[src/rtl/multi_target_com.sv]
// Purpose : per-frame centre of mass for NUM_TARGETS colour masks, one pass over the pixel stream.
// Latency : valid_out lands 1 + sum_t(1 + found_t*2*(SUM_WIDTH+2)) cycles after an accepted tabulate_in.
// Backpres: none on the pixel stream; tabulate_in while busy_out drops that frame (accumulators still cleared).
// Ports   : clk_in/rst_in (async, active-high); x_in/y_in/valid_in/tabulate_in pixel side;
//           x_out/y_out packed per target, found_out, valid_out pulse, busy_out while the divider runs.
module multi_target_com #(
    parameter int NUM_TARGETS = 2,
    parameter int H_WIDTH     = 11,
    parameter int V_WIDTH     = 10,
    parameter int CNT_WIDTH   = 20,
    parameter int SUM_WIDTH   = 32,
    parameter int MIN_PIXELS  = 16
) (
    input  logic                           clk_in,
    input  logic                           rst_in,
    input  logic [H_WIDTH-1:0]             x_in,
    input  logic [V_WIDTH-1:0]             y_in,
    input  logic [NUM_TARGETS-1:0]         valid_in,
    input  logic                           tabulate_in,
    output logic [NUM_TARGETS*H_WIDTH-1:0] x_out,
    output logic [NUM_TARGETS*V_WIDTH-1:0] y_out,
    output logic [NUM_TARGETS-1:0]         found_out,
    output logic                           valid_out,
    output logic                           busy_out
);

    localparam int TGT_W  = (NUM_TARGETS > 1) ? $clog2(NUM_TARGETS) : 1;
    localparam int STEP_W = $clog2(SUM_WIDTH + 2);

    typedef enum logic [2:0] {S_IDLE, S_CHECK, S_DIVX, S_DIVY, S_DONE} state_t;

    state_t state, state_n;

    logic [CNT_WIDTH-1:0] acc_cnt [NUM_TARGETS];
    logic [SUM_WIDTH-1:0] acc_sx  [NUM_TARGETS];
    logic [SUM_WIDTH-1:0] acc_sy  [NUM_TARGETS];
    logic [CNT_WIDTH-1:0] sh_cnt  [NUM_TARGETS];
    logic [SUM_WIDTH-1:0] sh_sx   [NUM_TARGETS];
    logic [SUM_WIDTH-1:0] sh_sy   [NUM_TARGETS];

    logic [H_WIDTH-1:0]     pend_x       [NUM_TARGETS];
    logic [H_WIDTH-1:0]     pend_x_n     [NUM_TARGETS];
    logic [V_WIDTH-1:0]     pend_y       [NUM_TARGETS];
    logic [V_WIDTH-1:0]     pend_y_n     [NUM_TARGETS];
    logic [NUM_TARGETS-1:0] pend_found, pend_found_n;

    logic [TGT_W-1:0]   tgt;
    logic [STEP_W-1:0]  step;
    logic [SUM_WIDTH:0] rem, dvs, trial;
    logic [SUM_WIDTH-1:0] quo;

    logic cnt_ok, last_tgt, div_last;

    function automatic logic [SUM_WIDTH-1:0] sat_add(input logic [SUM_WIDTH-1:0] a,
                                                     input logic [SUM_WIDTH-1:0] b);
        logic [SUM_WIDTH:0] s;
        s = {1'b0, a} + {1'b0, b};
        return s[SUM_WIDTH] ? {SUM_WIDTH{1'b1}} : s[SUM_WIDTH-1:0];
    endfunction

    assign cnt_ok   = (sh_cnt[tgt] >= CNT_WIDTH'(MIN_PIXELS)) && (sh_cnt[tgt] != '0);
    assign last_tgt = (tgt == TGT_W'(NUM_TARGETS - 1));
    assign div_last = (step == STEP_W'(SUM_WIDTH + 1));
    // Restoring step: shift the next dividend bit into the partial remainder.
    assign trial    = (rem << 1) | (SUM_WIDTH + 1)'(quo[SUM_WIDTH-1]);

    assign valid_out = (state == S_DONE);
    assign busy_out  = (state != S_IDLE);

    // Accumulators and the shadow snapshot. A pixel coinciding with tabulate_in
    // seeds the new frame and never reaches the snapshot.
    always_ff @(posedge clk_in or posedge rst_in) begin
        if (rst_in) begin
            for (int t = 0; t < NUM_TARGETS; t++) begin
                acc_cnt[t] <= '0;
                acc_sx[t]  <= '0;
                acc_sy[t]  <= '0;
                sh_cnt[t]  <= '0;
                sh_sx[t]   <= '0;
                sh_sy[t]   <= '0;
            end
        end else begin
            for (int t = 0; t < NUM_TARGETS; t++) begin
                if (tabulate_in) begin
                    if (state == S_IDLE) begin
                        sh_cnt[t] <= acc_cnt[t];
                        sh_sx[t]  <= acc_sx[t];
                        sh_sy[t]  <= acc_sy[t];
                    end
                    acc_cnt[t] <= valid_in[t] ? CNT_WIDTH'(1) : '0;
                    acc_sx[t]  <= valid_in[t] ? SUM_WIDTH'(x_in) : '0;
                    acc_sy[t]  <= valid_in[t] ? SUM_WIDTH'(y_in) : '0;
                end else if (valid_in[t]) begin
                    acc_cnt[t] <= (acc_cnt[t] == '1) ? acc_cnt[t] : acc_cnt[t] + 1'b1;
                    acc_sx[t]  <= sat_add(acc_sx[t], SUM_WIDTH'(x_in));
                    acc_sy[t]  <= sat_add(acc_sy[t], SUM_WIDTH'(y_in));
                end
            end
        end
    end

    always_ff @(posedge clk_in or posedge rst_in) begin
        if (rst_in) state <= S_IDLE;
        else        state <= state_n;
    end

    always_comb begin
        state_n = state;
        case (state)
            S_IDLE:  if (tabulate_in) state_n = S_CHECK;
            S_CHECK: begin
                if (cnt_ok)        state_n = S_DIVX;
                else if (last_tgt) state_n = S_DONE;
                else               state_n = S_CHECK;
            end
            S_DIVX:  if (div_last) state_n = S_DIVY;
            S_DIVY:  if (div_last) state_n = last_tgt ? S_DONE : S_CHECK;
            S_DONE:  state_n = S_IDLE;
            default: state_n = S_IDLE;
        endcase
    end

    // Pending results including this cycle's update, so the commit into the
    // outputs on entry to DONE sees the final store of the last target.
    always_comb begin
        pend_x_n     = pend_x;
        pend_y_n     = pend_y;
        pend_found_n = pend_found;
        if (state == S_CHECK && !cnt_ok)
            pend_found_n[tgt] = 1'b0;
        if (state == S_DIVX && div_last)
            pend_x_n[tgt] = quo[H_WIDTH-1:0];
        if (state == S_DIVY && div_last) begin
            pend_y_n[tgt]     = quo[V_WIDTH-1:0];
            pend_found_n[tgt] = 1'b1;
        end
    end

    // Target index, divider step counter and the shared restoring divider.
    always_ff @(posedge clk_in or posedge rst_in) begin
        if (rst_in) begin
            tgt  <= '0;
            step <= '0;
            rem  <= '0;
            dvs  <= '0;
            quo  <= '0;
        end else begin
            if (state == S_IDLE)
                tgt <= '0;
            else if ((state == S_CHECK && !cnt_ok) || (state == S_DIVY && div_last))
                tgt <= tgt + 1'b1;

            if ((state == S_DIVX || state == S_DIVY) && !div_last)
                step <= step + 1'b1;
            else
                step <= '0;

            if (state == S_DIVX || state == S_DIVY) begin
                if (step == '0) begin
                    rem <= '0;
                    quo <= (state == S_DIVX) ? sh_sx[tgt] : sh_sy[tgt];
                    dvs <= (SUM_WIDTH + 1)'(sh_cnt[tgt]);
                end else if (!div_last) begin
                    if (trial >= dvs) begin
                        rem <= trial - dvs;
                        quo <= {quo[SUM_WIDTH-2:0], 1'b1};
                    end else begin
                        rem <= trial;
                        quo <= {quo[SUM_WIDTH-2:0], 1'b0};
                    end
                end
            end
        end
    end

    // Pending registers and the output commit; not-found targets keep their old coordinates.
    always_ff @(posedge clk_in or posedge rst_in) begin
        if (rst_in) begin
            for (int t = 0; t < NUM_TARGETS; t++) begin
                pend_x[t] <= '0;
                pend_y[t] <= '0;
            end
            pend_found <= '0;
            x_out      <= '0;
            y_out      <= '0;
            found_out  <= '0;
        end else begin
            pend_x     <= pend_x_n;
            pend_y     <= pend_y_n;
            pend_found <= pend_found_n;
            if (state_n == S_DONE) begin
                found_out <= pend_found_n;
                for (int t = 0; t < NUM_TARGETS; t++) begin
                    if (pend_found_n[t]) begin
                        x_out[t*H_WIDTH +: H_WIDTH] <= pend_x_n[t];
                        y_out[t*V_WIDTH +: V_WIDTH] <= pend_y_n[t];
                    end
                end
            end
        end
    end

endmodule

[config.mk]
export PLATFORM = sky130hd
export DESIGN_NAME = multi_target_com
export DESIGN_NICKNAME = d
export VERILOG_FILES = /design/src/rtl/multi_target_com.sv
export SDC_FILE = /design/constraint.sdc
export NUM_CORES = 1
export LEC_CHECK = 0
export CAP_MARGIN = 20
export CORE_UTILIZATION = 40
export CTS_CLUSTER_SIZE = 12
export DETAILED_ROUTE_END_ITERATION = 8
export DONT_BUFFER_PORTS = 1
export PLACE_DENSITY = 0.57
export SYNTH_ARGS = -nofsm -noshare
export SYNTH_HDL_FRONTEND = slang
export SYNTH_SLANG_ARGS = --single-unit
[constraint.sdc]
create_clock -name clk_in -period 19 [get_ports clk_in]
set_input_delay 3.8 -clock clk_in [delete_from_list [all_inputs] [get_ports clk_in]]
set_output_delay 3.8 -clock clk_in [all_outputs]
set_load 0.01 [all_outputs]
==> impl_metrics.env, run 1 <==
export IMPL_cts_tree="yes"
export IMPL_ys_ff_latch=507
export IMPL_crit_arrival_ns=7.03
export IMPL_h_tree_depth=2
export IMPL_syn_nets=2566
export IMPL_clock_skew_final_ns=0.0279
export IMPL_clkSinkCount=507
export IMPL_numCtsBuffers=53
export IMPL_regArea_um2=12700
export IMPL_r2r_start="acc_sx[32]"
export IMPL_place_area_um2=26800
export IMPL_place_congestion=0.861
export IMPL_min_path_type="reg -> reg"
export IMPL_synth_top_area_frac=0.487
export IMPL_clock_path_buffers=3
export IMPL_worstHoldPathCells=2
export IMPL_via_count=19100
export IMPL_insertion_delay_ns=0.61
export IMPL_viasPerCell=5.75
export IMPL_dieHeight_um=257
export IMPL_clk_pin_slew_ns=0.06
export IMPL_drc=0
export IMPL_root_buffer="clkbuf_16"
export IMPL_dpl_hpwl_um=44200
export IMPL_synthDistinctLibCells=85
export IMPL_design_core_area_um2=64300
export IMPL_syn_avg_cell_area_um2=10.5
export IMPL_final_layout_size_suffix_gt1_frac=0.158
export IMPL_synth_area_leaders="dfrtp_1, mux2_2, nand2_1, ha_1, nor2_1"
export IMPL_path_max_fanout=26
export IMPL_drv_slew=0
export IMPL_portBuffers=0
export IMPL_final_nets=2521
export IMPL_power_density_nw_per_um2=123
export IMPL_io_pins=72
export IMPL_wire_per_inst_um=19.4
export IMPL_worstSetupPathType="in -> reg"
export IMPL_worst_pin_slew_ns=1.11
export IMPL_leakage_nw=12.9
export IMPL_cts_hold_buf=0
export IMPL_drtAntennaViolNets=0
export IMPL_grt_max_degree=179
export IMPL_p_total_mw=3.51
export IMPL_fin_setup_tns_ns=0
export IMPL_antenna_found_initial=0
export IMPL_reg2reg_to="acc_sx[47]"
export IMPL_finalHoldViolations=0
export IMPL_dr_pass1_iters=5
export IMPL_reg2reg_depth=11
export IMPL_cts_resized=0
export IMPL_rsz0062_at_grt="false"
export IMPL_async_reset_ff_frac=1.00
export IMPL_dp_cells=3220
export IMPL_start_kind="input pin"
export IMPL_cp_end_kind="register"
export IMPL_drv_cap=0
export IMPL_finalCritPeriodShare=0.344
export IMPL_area_growth_pct=9.77
export IMPL_min_from="dvs[14]"
export IMPL_rows=93
export IMPL_setup_viol=0
export IMPL_ys_seq_area_frac=0.487
export IMPL_cp_required_ns=19.50
export IMPL_n_antenna_cell=0
export IMPL_ir_drop_mv=0.0761
export IMPL_drtIter0Drc=1267
export IMPL_max_slew_margin=0.259
export IMPL_overflow=0
export IMPL_syn_cell_area_um2=26000
export IMPL_multi_input_area_um2=12700
export IMPL_stdcell_area_um2=28600
export IMPL_die_w_um=257
export IMPL_grt_pass1_vias=18800
export IMPL_fmax_mhz=153
export IMPL_grt_pass1_wl_um=106000
export IMPL_synth_flop_cell="dfrtp_1"
export IMPL_wirelength_um=64400
export IMPL_cts_setup_buffers=0
export IMPL_status="completed"
export IMPL_yosys_area_top_type="dfrtp_1"
export IMPL_hold_path_endpoint="dvs[14]"
export IMPL_n_fill_cell=6029
export IMPL_synth_cells=2468
export IMPL_min_period_ns=6.53
export IMPL_final_cells=3317
export IMPL_track_usage=0.196
export IMPL_initial_utilization=0.404
export IMPL_synth_edf_count=0
export IMPL_dieArea_um2=66100
export IMPL_yosysWarnings=0
export IMPL_r2r_slack_ns=15.22
[routing by layer]
metal  up-vias  global-route usage  share of wire  wire [um]
met5         -                   0              0          0
met3       112              0.0266          0.042       2710
met2       412               0.319           0.47      30500
li1       8909                   -              -          -
met1      9631               0.270           0.46      29300
met4         0              0.0651          0.030       1910
[critical path, stage by stage]
cell	delay [ns]
ha_1	0.15
inv_1	0.06
fa_1	0.41
nor2b_1	0.18
o2111ai_1	0.15
and3_1	0.23
or3_1	0.44
a211oi_4	0.96
nand2b_1	0.24
nor2_1	0.12
a311oi_1	0.31
[sequential cells by signal, indices dropped and copies added (netlist names)]
signal	count
acc_sx	64
acc_sy	64
sh_sx	64
sh_sy	64
acc_cnt	40
sh_cnt	40
quo	32
rem	32
pend_x	22
x_out	22
dvs	20
y_out	20
pend_y	10
step	6
state	3
found_out	2
last_tgt	1
pend_found	1
[layout by cell type (no fill, tap or decap), types with 6 or more instances in the layout]
master and count:
dfrtp_1 506, nand2_1 277, mux2_2 221, nor2_1 197
o21ai_0 128, a21oi_1 95, nand3_1 91, ha_1 67
a31oi_1 65, clkbuf_16 54, inv_1 52, mux2i_1 50
nor3_1 49, xor2_1 48, and3_1 39, xnor2_1 38
nand4_1 32, mux4_2 32, a211oi_1 30, a311oi_1 28
nor2b_1 21, a21o_1 21, and4_1 20, clkbuf_1 18
buf_4 18, nand2b_1 17, nor4_1 16, o21a_1 16
clkbuf_8 14, or3_1 13, and2_1 13, a22o_1 12
o211ai_1 10, o31ai_1 10, a31o_2 10, a41oi_1 8
nor3b_1 8, o2111ai_1 7, nand3b_1 6
[Yosys cell counts, types with 38 or more instances]
cell / count
a21oi_1: 95
mux2_2: 221
xnor2_1: 38
dfrtp_1: 507
xor2_1: 48
and3_1: 39
mux2i_1: 50
nor3_1: 49
ha_1: 67
clkbuf_1: 98
nand3_1: 91
a31oi_1: 65
o21ai_0: 128
nor2_1: 200
inv_1: 53
nand2_1: 277
[final cells by class]
class	instances	share of cell area
flip-flops and latches	507	0.444
multi-input cells	1783	0.443
clock buffers	86	0.0564
well taps	855	0.0374
repair buffers	23	0.00806
inverters	55	0.00749
clock inverters	8	0.00342
[where the power goes]
group          switching (mW)  leakage, nW  total [mW]  internal, mW
clock                   0.435        0.834        1.03         0.592
combinational           0.673         5.18        1.15         0.480
sequential              0.117         6.85        1.33          1.21
[per-stage QoR]
stage                     hold WS [ns]  utilization  worst slack [ns]
after floorplan                  0.450            -              1.04
after global placement           0.468        0.416             11.95
after detailed placement         0.473        0.417             11.88
after CTS                        0.487        0.443             12.52
after global routing             0.504        0.444             12.21
final                            0.481        0.444             12.47
[logic make-up after synthesis]
logic type | Yosys count | share of synthesized area
AOI/OAI and AO/OA | 498 | 0.127
xor gates and xnor gates | 86 | 0.0289
adders and majority gates | 72 | 0.0361
buffers and inverters | 178 | 0.0273
DFF | 507 | 0.487
muxes | 303 | 0.143
and+or+nand+nor | 824 | 0.151
[how the worst max path moves through the flow]
stage                        from         end
final                     x_in[0]  acc_sx[47]
after global routing      x_in[0]  acc_sx[47]
after CTS                 x_in[0]  acc_sx[53]
after detailed placement  x_in[0]  acc_sx[53]
after global placement    x_in[0]  acc_sx[53]
after floorplan            rst_in  acc_cnt[0]
(Power assumes the default switching activity.)
==> inputs of run 2 (changes only) <==
==> constraint.sdc (replaced) <==
create_clock -name clk_in -period 5.3 [get_ports clk_in]
set_input_delay 1.06 -clock clk_in [delete_from_list [all_inputs] [get_ports clk_in]]
set_output_delay 1.06 -clock clk_in [all_outputs]
set_load 0.01 [all_outputs]
==> impl_metrics.env, run 2 (synthesis results as in run 1) <==
export IMPL_design_core_area_um2=64300
export IMPL_p_int_mw=8.43
export IMPL_slowest_stage="a211oi_4"
export IMPL_critical_path_max_stage_delay_ns=0.59
export IMPL_dp_cells=3226
export IMPL_p_switching_mw=4.42
export IMPL_pwr_share_clk=0.306
export IMPL_finalCritPeriodShare=0.661
export IMPL_initial_utilization=0.404
export IMPL_min_period_ns=3.50
export IMPL_place_area_um2=26900
export IMPL_portBuffers=0
export IMPL_clk_pin_slew_ns=0.06
export IMPL_leakage_nw=13.0
export IMPL_drv_cap=0
export IMPL_status="completed"
export IMPL_cp_end_kind="register"
export IMPL_viasPerCell=5.75
export IMPL_wire_per_inst_um=19.7
export IMPL_crit_arrival_ns=4.00
export IMPL_via_count=19100
export IMPL_drv_slew=0
export IMPL_p_sw_frac=0.344
export IMPL_rsz0062_at_grt="false"
export IMPL_final_layout_size_suffix_gt1_frac=0.163
export IMPL_ir_drop_mv=0.308
export IMPL_overflow=0
export IMPL_final_cell_mix="dfrtp_1, nand2_1, mux2_2"
export IMPL_fmax_mhz=285
export IMPL_dpl_hpwl_um=44400
export IMPL_track_usage=0.199
export IMPL_clkSinkCount=507
export IMPL_finalHoldViolations=0
export IMPL_wirelength_um=65400
export IMPL_h_tree_depth=2
export IMPL_cts_setup_buffers=0
export IMPL_start_kind="input pin"
export IMPL_clock_path_buffers=3
export IMPL_final_common_cell="dfrtp_1"
export IMPL_drtAntennaViolNets=0
export IMPL_grt_max_degree=177
export IMPL_path_max_fanout=14
export IMPL_dieArea_um2=66100
export IMPL_root_buffer="clkbuf_16"
export IMPL_worst_pin_slew_ns=0.992
export IMPL_cp_required_ns=5.80
export IMPL_io_pins=72
export IMPL_final_nets=2528
export IMPL_power_density_nw_per_um2=447
export IMPL_dieHeight_um=257
export IMPL_setup_viol=0
export IMPL_fin_setup_tns_ns=0
export IMPL_n_antenna_cell=0
export IMPL_seq_power_share=0.374
export IMPL_rows=93
export IMPL_r2r_slack_ns=1.81
export IMPL_final_cells=3324
export IMPL_stdcell_area_um2=28800
export IMPL_clock_skew_final_ns=0.0204
export IMPL_worstSetupPathType="in -> reg"
export IMPL_n_fill_cell=6020
export IMPL_grt_pass1_vias=19000
export IMPL_cts_hold_buf=0
export IMPL_max_slew_margin=0.338
export IMPL_grt_pass1_wl_um=106000
export IMPL_area_growth_pct=10.6
export IMPL_antenna_found_initial=0
export IMPL_drtIter0Drc=1375
export IMPL_cp_cell_sequence="ha_1 -> inv_1 -> fa_1 -> nor2b_1 -> o2111ai_1 -> and3_1 -> or3_1 -> a211oi_4 -> buf_4 -> o21a_1 -> nor2_1 -> a311oi_1"
export IMPL_insertion_delay_ns=0.61
export IMPL_cts_tree="yes"
export IMPL_cts_resized=0
export IMPL_pwr_share_comb=0.319
export IMPL_min_path_type="in -> async"
export IMPL_dr_pass1_iters=5
export IMPL_numCtsBuffers=54
export IMPL_drc=0
export IMPL_place_congestion=0.857
export IMPL_die_w_um=257
==> run 2: cell count changes in the layout (fill, tap and decap cells not counted), moves of 2 or more <==
cell and delta:
clkbuf_1 -7, buf_12 +2, clkbuf_8 +6, buf_4 +3, bufinv_16 +3
==> run 2: final cells by class <==
| class | count | area, um^2 | share of cell area |
|---|---|---|---|
| inverters | 55 | 210 | 0.00730 |
| repair buffers | 29 | 312 | 0.0108 |
| multi-input cells | 1783 | 12700 | 0.440 |
| flip-flops and latches | 507 | 12700 | 0.441 |
| clock buffers | 86 | 1690 | 0.0588 |
| well taps | 855 | 1070 | 0.0372 |
| clock inverters | 9 | 151 | 0.00526 |
==> run 2: per-stage QoR <==
step,hold WS (ns),total power [mW],utilization,worst slack (ns)
detailed placement,0.471,8.96,0.418,1.21
CTS,0.326,12.9,0.446,1.83
finish,0.346,12.9,0.447,1.80
global route,0.344,13.7,0.447,1.56
global placement,0.471,8.85,0.418,1.02
floorplan,0.450,7.93,-,-2.64
==> run 2: routing by layer <==
layer	wire length (um)	track usage
met4	1980	0.0713
met2	31000	0.319
met3	2790	0.0305
met1	29700	0.272
met5	0	0
==> run 2: power by group through the flow <==
| stage | clock network (mW) | registers, mW | logic [mW] |
|---|---|---|---|
| 2_1_floorplan | 0 | 4.65 | 3.28 |
| 3_3_place_gp | 0 | 4.85 | 4.01 |
| 3_5_place_dp | 0 | 4.87 | 4.09 |
| 4_1_cts | 4.03 | 4.80 | 4.10 |
| 5_1_grt | 4.19 | 4.88 | 4.58 |
| 6_report | 3.94 | 4.81 | 4.11 |
==> run 2: final timing paths <==
check / start / endpoint / cells past startpoint
worst min register to register: dvs[17] / dvs[17] / 2
max in group asynchronous: rst_in / y_out[12] / 2
worst max register to register: acc_sx[32] / acc_sx[43] / 12
min in group clk_in: dvs[17] / dvs[17] / 2
worst min-delay path: rst_in / sh_sx[30] / 1
worst max-delay path: x_in[0] / acc_sx[43] / 12
==> run 2: critical path: cells and delay by family <==
family / cells / cell delay [ns]
buffers and inverters: 2 / 0.36
AO/OA/AOI/OAI: 4 / 1.13
AND/OR/NAND/NOR: 4 / 0.90
adder cells (fa/ha/maj): 2 / 0.54
